File: config.mk
export PLATFORM = sky130hd
export DESIGN_NAME = apb_otp_requester
export DESIGN_NICKNAME = d
export VERILOG_FILES = /design/src/rtl/otp_pkg.sv /design/src/rtl/apb_otp_requester.sv
export SDC_FILE = /design/constraint.sdc
export NUM_CORES = 1
export LEC_CHECK = 0
export BUFFER_PORTS_ARGS = -buffer_cell sky130_fd_sc_hd__buf_2
export CAP_MARGIN = 0
export CORE_AREA = 2 2 270 272
export CTS_CLUSTER_SIZE = 12
export DETAILED_ROUTE_END_ITERATION = 8
export DIE_AREA = 0 0 272 274
export GPL_TIMING_DRIVEN = 0
export PLACE_DENSITY = 0.56
export SLEW_MARGIN = 20
export SYNTH_ARGS = -nofsm -noshare
export SYNTH_HDL_FRONTEND = slang
export SYNTH_SLANG_ARGS = --single-unit
export TNS_END_PERCENT = 50
File: constraint.sdc
create_clock -name pclk -period 1.75 [get_ports pclk]
set_input_delay 0.175 -clock pclk [delete_from_list [all_inputs] [get_ports pclk]]
set_output_delay 0.175 -clock pclk [all_outputs]
set_load 0.01 [all_outputs]
File: src/rtl/otp_pkg.sv
// Shared constants and types for the one-time-pad APB requester/completer pair.
package otp_pkg;

  // Completer register map
  localparam logic [31:0] OTP_ADDR_KEY    = 32'h0000_0000;
  localparam logic [31:0] OTP_ADDR_DATA   = 32'h0000_0001;
  localparam logic [31:0] OTP_ADDR_RESULT = 32'h0000_0002;

  // Key writes are privileged, data and result accesses are normal
  localparam logic [2:0] PROT_KEY  = 3'b001;
  localparam logic [2:0] PROT_DATA = 3'b000;

  typedef enum logic [2:0] {
    S_IDLE        = 3'd0,
    S_KEY_SETUP   = 3'd1,
    S_KEY_ACCESS  = 3'd2,
    S_DATA_SETUP  = 3'd3,
    S_DATA_ACCESS = 3'd4,
    S_RD_SETUP    = 3'd5,
    S_RD_ACCESS   = 3'd6,
    S_RESP        = 3'd7
  } otp_req_state_e;

  // Observation bundle: current FSM state plus the captured load-key flag
  typedef struct packed {
    otp_req_state_e state;
    logic           load_key;
  } otp_req_dbg_t;

  function automatic logic is_access(input otp_req_state_e s);
    return (s == S_KEY_ACCESS) || (s == S_DATA_ACCESS) || (s == S_RD_ACCESS);
  endfunction

endpackage

File: src/rtl/apb_otp_requester.sv
// APB requester for the one-time-pad completer: takes one encrypt job,
// issues optional key write, data write and result read, returns the result.
//
// Handshakes: a transfer happens on a rising pclk edge where valid && ready.
// The request side only raises req_ready in IDLE, the response side holds
// rsp_valid/rsp_data/rsp_err stable until rsp_ready; one job in flight.
module apb_otp_requester
  import otp_pkg::*;
#(
  parameter int WIDTH   = 128,
  parameter int TIMEOUT = 16
) (
  input  logic               pclk,
  input  logic               preset_n,
  input  logic               req_valid,
  output logic               req_ready,
  input  logic               req_load_key,
  input  logic [WIDTH-1:0]   req_key,
  input  logic [WIDTH-1:0]   req_data,
  output logic               rsp_valid,
  input  logic               rsp_ready,
  output logic [WIDTH-1:0]   rsp_data,
  output logic               rsp_err,
  output logic [31:0]        paddr,
  output logic               psel,
  output logic               penable,
  output logic               pwrite,
  output logic [2:0]         pprot,
  output logic [WIDTH-1:0]   pwdata,
  input  logic [WIDTH-1:0]   prdata,
  input  logic               pready,
  output otp_req_dbg_t       dbg
);

  // Counter only needs to reach TIMEOUT-1: the abort fires on the cycle it would hit TIMEOUT
  localparam int CW = (TIMEOUT < 2) ? 1 : $clog2(TIMEOUT);
  localparam logic [CW-1:0] CNT_LAST = CW'(TIMEOUT - 1);

  otp_req_state_e   state;
  otp_req_state_e   state_nxt;
  logic [WIDTH-1:0] key_q;
  logic [WIDTH-1:0] data_q;
  logic             load_key_q;
  logic [CW-1:0]    wait_cnt;
  logic             ready_en;
  logic [WIDTH-1:0] rsp_data_q;
  logic             rsp_err_q;

  logic in_access;
  logic timed_out;
  logic req_fire;
  logic rsp_fire;

  assign in_access = is_access(state);
  // pready has priority: a timeout only fires when the last allowed cycle also stalls
  assign timed_out = in_access && !pready && (wait_cnt == CNT_LAST);
  assign req_fire  = req_valid && req_ready;
  assign rsp_fire  = rsp_valid && rsp_ready;

  assign rsp_data  = rsp_data_q;
  assign rsp_err   = rsp_err_q;
  assign dbg       = '{state: state, load_key: load_key_q};

  // State register
  always_ff @(posedge pclk or negedge preset_n) begin
    if (!preset_n) state <= S_IDLE;
    else           state <= state_nxt;
  end

  // Next-state logic: each transfer is SETUP then ACCESS until pready or timeout
  always_comb begin
    state_nxt = state;
    case (state)
      S_IDLE:        if (req_fire) state_nxt = req_load_key ? S_KEY_SETUP : S_DATA_SETUP;
      S_KEY_SETUP:   state_nxt = S_KEY_ACCESS;
      S_KEY_ACCESS:  if (pready) state_nxt = S_DATA_SETUP;
                     else if (timed_out) state_nxt = S_RESP;
      S_DATA_SETUP:  state_nxt = S_DATA_ACCESS;
      S_DATA_ACCESS: if (pready) state_nxt = S_RD_SETUP;
                     else if (timed_out) state_nxt = S_RESP;
      S_RD_SETUP:    state_nxt = S_RD_ACCESS;
      S_RD_ACCESS:   if (pready || timed_out) state_nxt = S_RESP;
      S_RESP:        if (rsp_fire) state_nxt = S_IDLE;
      default:       state_nxt = S_IDLE;
    endcase
  end

  // Outputs decoded from state; reset forces IDLE so APB drops asynchronously
  always_comb begin
    psel      = 1'b0;
    penable   = 1'b0;
    pwrite    = 1'b0;
    paddr     = '0;
    pprot     = '0;
    pwdata    = '0;
    case (state)
      S_KEY_SETUP, S_KEY_ACCESS: begin
        psel    = 1'b1;
        penable = (state == S_KEY_ACCESS);
        pwrite  = 1'b1;
        paddr   = OTP_ADDR_KEY;
        pprot   = PROT_KEY;
        pwdata  = key_q;
      end
      S_DATA_SETUP, S_DATA_ACCESS: begin
        psel    = 1'b1;
        penable = (state == S_DATA_ACCESS);
        pwrite  = 1'b1;
        paddr   = OTP_ADDR_DATA;
        pprot   = PROT_DATA;
        pwdata  = data_q;
      end
      S_RD_SETUP, S_RD_ACCESS: begin
        psel    = 1'b1;
        penable = (state == S_RD_ACCESS);
        paddr   = OTP_ADDR_RESULT;
        pprot   = PROT_DATA;
      end
      default: ;
    endcase
    rsp_valid = (state == S_RESP);
    req_ready = (state == S_IDLE) && ready_en;
  end

  // Keep req_ready low while in reset and for the first edge after release
  always_ff @(posedge pclk or negedge preset_n) begin
    if (!preset_n) ready_en <= 1'b0;
    else           ready_en <= 1'b1;
  end

  // Capture the job on the request handshake; later req_* changes are ignored
  always_ff @(posedge pclk or negedge preset_n) begin
    if (!preset_n) begin
      key_q      <= '0;
      data_q     <= '0;
      load_key_q <= 1'b0;
    end else if (state == S_IDLE && req_fire) begin
      key_q      <= req_key;
      data_q     <= req_data;
      load_key_q <= req_load_key;
    end
  end

  // Wait-state counter: zero outside ACCESS, counts stalled ACCESS cycles
  always_ff @(posedge pclk or negedge preset_n) begin
    if (!preset_n)                         wait_cnt <= '0;
    else if (!in_access)                   wait_cnt <= '0;
    else if (!pready && wait_cnt != CNT_LAST) wait_cnt <= wait_cnt + CW'(1);
  end

  // Response capture: read data on success, zero plus error on timeout
  always_ff @(posedge pclk or negedge preset_n) begin
    if (!preset_n) begin
      rsp_data_q <= '0;
      rsp_err_q  <= 1'b0;
    end else if (state == S_RD_ACCESS && pready) begin
      rsp_data_q <= prdata;
      rsp_err_q  <= 1'b0;
    end else if (timed_out) begin
      rsp_data_q <= '0;
      rsp_err_q  <= 1'b1;
    end else if (rsp_fire) begin
      rsp_data_q <= '0;
      rsp_err_q  <= 1'b0;
    end
  end

endmodule

== Word level (Yosys, flattened, before mapping) ==
Cells that the tools add are included.

* $add $sub $neg: 1
* Eq/ne operators: 13
* Muxes and demuxes: 22
* Reduce and logical (&&, ||, !) cells: 20

{| class="wikitable"
|+ Operators by type and width
! operator !! count
|-
| $mux 128 || 3
|-
| $pmux 128 s2 || 1
|-
| $pmux 3 s8 || 1
|-
| $mux 3 || 6
|-
| $eq 3x3->1 const B || 4
|-
| $logic_and 1x1->1 || 8
|-
| $mux 4 || 2
|-
| $eq 3x2->1 const B || 2
|-
| $mux 1 || 6
|-
| $reduce_or 2->1 || 3
|-
| $reduce_or 6->1 || 1
|-
| $add 4x1->4 const B || 1
|-
| $eq 4x4->1 const B || 1
|-
| $ne 2x1->1 const B || 2
|-
| $ne 2x2->1 const B || 2
|-
| $ne 4x4->1 const B || 1
|-
| $pmux 2 s2 || 1
|-
| $reduce_or 4->1 || 1
|-
| $eq 3x1->1 const B || 1
|-
| $logic_not 3->1 || 1
|-
| $logic_or 1x1->1 || 3
|-
| $pmux 1 s3 || 1
|-
| $reduce_and 3->1 || 1
|-
| $reduce_bool 3->1 || 1
|-
| other kinds (2) || 2
|}

* Register bits after elaboration: 394
* Input port bits: 390
* Word-level logic and storage cells: 64

== Logic depth before layout (Yosys ltp) ==
* Depth in word-level cells: 8
* Depth in mapped cells: 6
* Depth with buffers taken out: 4

== Worst setup path before layout ==
OpenSTA, ideal clock, no wires.

* Path type: register -> output
* Start point: register state[0]
* End point: output port pwdata[62]
* Arrival: 1.573 ns
* Required time: 1.575 ns
* Path slack: 0.002 ns
* Cell stages (with the launch flop): 6
* Buffers on the path: 2
* Cells stage by stage: dfrtp_1 buf_2 nand2b_1 o22ai_2 clkbuf_1 a22o_1

* Cells in the longest elaborated chain, start to end: 3
* Elaborated cells between the ends (all ways): 7

{| class="wikitable"
|+ Ends and longest elaborated chain
! what !! line !! source
|-
| from (decl) || apb_otp_requester.sv:39 || <nowiki>otp_req_state_e state;</nowiki>
|-
| from (signal assigned) || apb_otp_requester.sv:67 || <nowiki>else state <= state_nxt;</nowiki>
|-
| $eq 3x3->1 (tied with other cells) || apb_otp_requester.sv:96 || <nowiki>case (state)</nowiki>
|-
| $reduce_or 2->1 || apb_otp_requester.sv:96 ||
|-
| $pmux 128 s2 (*) || apb_otp_requester.sv:96 ||
|-
| to (decl) || apb_otp_requester.sv:29 || <nowiki>output logic [WIDTH-1:0] pwdata,</nowiki>
|}

Mark *: on every way between the ends. The rest lies on a longest branch, timed or not.

== Worst setup path after layout ==
* Start point: register state[0]
* End point: output port pwdata[73]

Same word-level chain as after synthesis.

==> metrics.md <==
| Metric | Value |
|---|---|
| Status | `finished with violations` |
| Failing checks | `negative setup slack` |
| Count of different cell masters after synthesis | `36` |
| Mapped cell area | `17,100 um2` |
| Syn. warnings | `0` |
| Pin count of the biggest net entering global routing | `94` |
| Initial Util | `0.237` |
| Max-slew violation count | `0` |
| Die Area | `~75,000 um2` |
| Post-Syn Area per Cell | `about 13 um2` |
| Min Tclk post-route | `2.48 ns` |
| First-pass GRT wire length | `roughly 110 mm` |
| Filler instances | `6,782` |
| Post-synth ARST share | `1.00` |
| H-tree depth | `2` |
| Aggregate global routing overflow | `0` |
| Fmax | `between 0.4 and 0.5 GHz` |
| Antenna violations before repair | `10` |
| Setup Viol. Count Final | `471` |
| CTS tree | `done` |
| Vias in the first global route | `~17,000` |
| Arr. time, crit path | `2.31 ns` |
| Leakage power | `about 15 nW` |
| Core Region | `72,000 um2` |
| Int Power | `28.4 mW` |
| Clock-pin slew on the worst setup and hold paths | `0.06 ns` |
| Crit path max-delay family | `buffers and inverters` |
| Mapped Cells | `1,364` |
| Nets | `2,941` |
| CP endpoint kind | `output pin` |
| Max-Cap Viols | `0` |
| Comb power frac | `0.426` |
| Max-slew headroom | `0.626` |
| Via count | `15,800` |
| Drt pass-1 iters | `5` |
| Synth Register Bits | `a little under 400` |
| Fin util | `0.411` |
| Io pins | `about 700` |
| Clock buffer depth | `3` |
| Psw | `15.2 mW` |
| Sw frac | `0.349` |
| Clk_skew | `0.0206 ns` |
| Share of layout cells above drive strength 1 | `0.474` |
| Vert. Die Dim | `274 um` |
| Starting DRT DRC Count | `733` |
| Number of port buffers | `658` |
| Layout area overhead | `73.1%` |
| Final hold slack | `0.105 ns` |
| Avg Vias per Cell | `4.46` |
| Final instance area | `29,600 um2` |
| RSZ-0062 raised after global routing | `true` |
| Detailed-route wire length | `between 70 and 80 mm` |
| Clk pwr share | `0.237` |
| Clk Latency, worst-skew pair | `0.57 ns` |
| Reg-to-reg startpoint | `state[0]` |
| CP Buf/Inv Count | `5` |
| Setup CP Type | `reg -> out` |
| Sequential power share | `0.337` |
| Area after DPL | `around 22,000 um2` |
| Total track usage | `0.187` |
| Critical Path Max Stage Delay | `0.44 ns` |
| Dpl hpwl | `between 50 and 60 mm` |
| Max FO, Critical Path | `6` |
| R2r worst-path depth | `8` |
| Startpoint types | `register` |
| Prevailing post-synth register cell | `dfrtp_1` |
| Root Driver | `clkbuf_16` |
| Sequential-to-total area share from yosys stat | `0.577` |
| Worst min path class | `in -> async` |
| R2r endpoint | `key_q[67]` |
| ANT nets after route | `0` |
| Peak VDD IR | `roughly 1 mV` |
| Critical-path cell list | `buf_6, nand2b_4, o22ai_4, buf_12, buf_16, buf_16, a22o_1, buf_6` |
| Die width | `about 270 um` |
| Post-Place Setup Slack | `-1.13 ns` |
| Power Density | `1480 nW/um2` |
| Worst-Margin Slew | `0.562 ns` |
| GPL Wtd Cong | `0.972` |
| DR WL/cell | `21.3 um` |
| Reg2Reg Setup Slack | `-0.43 ns` |
| Std-Cell Rows | `99` |
| Final hold violation count | `0` |
| Final WS setup | `-0.735 ns` |
| Final period util | `1.42` |
| DR DRC count | `0` |
| Required @ worst endpoint | `1.57 ns` |
| Slowest-stage cell, CP | `dfrtp_2` |
| EDFF count, synth | `0` |
| Clock tree sinks | `394` |
| Num CTS Buffers | `46` |
layout by cell type (no fill, tap or decap), drive strengths merged, types with 2 or more instances in the layout:
| cell | netlist | layout |
|---|---|---|
| conb | 2 | 33 |
| o21ai | 2 | 2 |
| clkinv | 0 | 7 |
| a21oi | 4 | 4 |
| nand2b | 3 | 3 |
| diode | 0 | 7 |
| mux2i | 3 | 3 |
| and4b | 2 | 2 |
| inv | 5 | 6 |
| dlygate4sd3 | 0 | 389 |
| buf | 119 | 811 |
| bufinv | 0 | 5 |
| a22o | 128 | 128 |
| nor2 | 5 | 5 |
| and2 | 2 | 2 |
| mux2 | 257 | 257 |
| o311ai | 2 | 2 |
| nand2 | 261 | 261 |
| dfrtp | 394 | 394 |
| clkbuf | 30 | 124 |
| nand4 | 2 | 2 |
| o31ai | 129 | 129 |
power by group through the flow:
stage / sequential, mW / clock [mW] / combinational (mW)
after global routing: 15.1 / 11.0 / 19.8
after detailed placement: 14.7 / 0 / 14.4
after global placement: 14.6 / 0 / 14.1
after CTS: 14.6 / 10.6 / 17.6
final: 14.7 / 10.3 / 18.6
after floorplan: 14.8 / 0 / 7.60
registers in the layout, indices dropped and copies added (netlist names):
name,cells
data_q,128
key_q,128
rsp_data,128
wait_cnt,4
state,3
load_key_q,1
ready_en,1
rsp_err,1
cells by family after synthesis:
kind of cell | after synthesis | synth area share
multiplexers | 260 | 0.171
flip-flops | 394 | 0.577
other | 2 | 0.000440
AO/OA/AOI/OAI | 272 | 0.129
AND/OR/NAND/NOR | 279 | 0.0649
XOR/XNOR | 2 | 0.00103
adder cells (fa/ha/maj) | 1 | 0.000732
buffers and inverters | 154 | 0.0560
worst max path at each step:
stage	start	endpoint	slack [ns]	cells after the start
2_1_floorplan	state[0]	pwdata[62]	0.002	5
3_3_place_gp	preset_n	data_q[31]	-7.40	1
3_5_place_dp	state[0]	pwdata[75]	-1.13	7
4_1_cts	state[0]	pwdata[73]	-0.78	8
5_1_grt	state[0]	pwdata[73]	-0.83	8
6_report	state[0]	pwdata[73]	-0.73	8
metrics by stage:
step	cells	power, mW	TNS, ns
finish	3551	43.6	-180.45
global route	3549	45.9	-225.43
floorplan	1395	22.4	0
detailed placement	3016	29.2	-220.84
global placement	3012	28.7	-3100.83
CTS	3514	42.9	-168.85
cell usage after synthesis, types with 3 or more instances:
library cell / n / area share
dfrtp_1: 394 / 0.58
nand2_1: 260 / 0.057
mux2_2: 257 / 0.17
o31ai_1: 129 / 0.057
a22o_1: 128 / 0.066
buf_2: 57 / 0.017
buf_4: 34 / 0.015
clkbuf_1: 30 / 0.0066
buf_6: 24 / 0.016
inv_1: 5 / 0.0011
nor2_1: 5 / 0.0011
a21oi_1: 4 / 0.0012
buf_1: 4 / 0.00088
mux2i_1: 3 / 0.0018
nand2b_1: 3 / 0.0011
cell type report:
cell class / instances / area (um2) / area share
Timing Repair Buffer: 1108 / 8570 / 0.290
Clock inverter: 14 / 201 / 0.00681
Multi-Input combinational cell: 847 / 6520 / 0.220
Clock buffer: 69 / 1430 / 0.0484
Inverter: 5 / 18.8 / 0.000635
Antenna cell: 7 / 17.5 / 0.000592
Buffer: 148 / 1750 / 0.0591
Tap cell: 959 / 1200 / 0.0406
Sequential cell: 394 / 9860 / 0.334
what timing repair did:
action	CTS	global route
buffers inserted	20	8
gates cloned	7	22
hold buffers	389	0
pin swaps	12	14
endpoints found under the hold margin	567	0
setup endpoints to repair	515	516
resized for setup	241	89
layer usage:
layer	global-route usage	vias to the layer above	routed length, um
li1	-	7211	-
met1	0.201	7824	28200
met2	0.338	650	38500
met3	0.0508	152	5120
met4	0.0914	4	3900
met5	0	-	18
(Power assumes the default switching activity.)
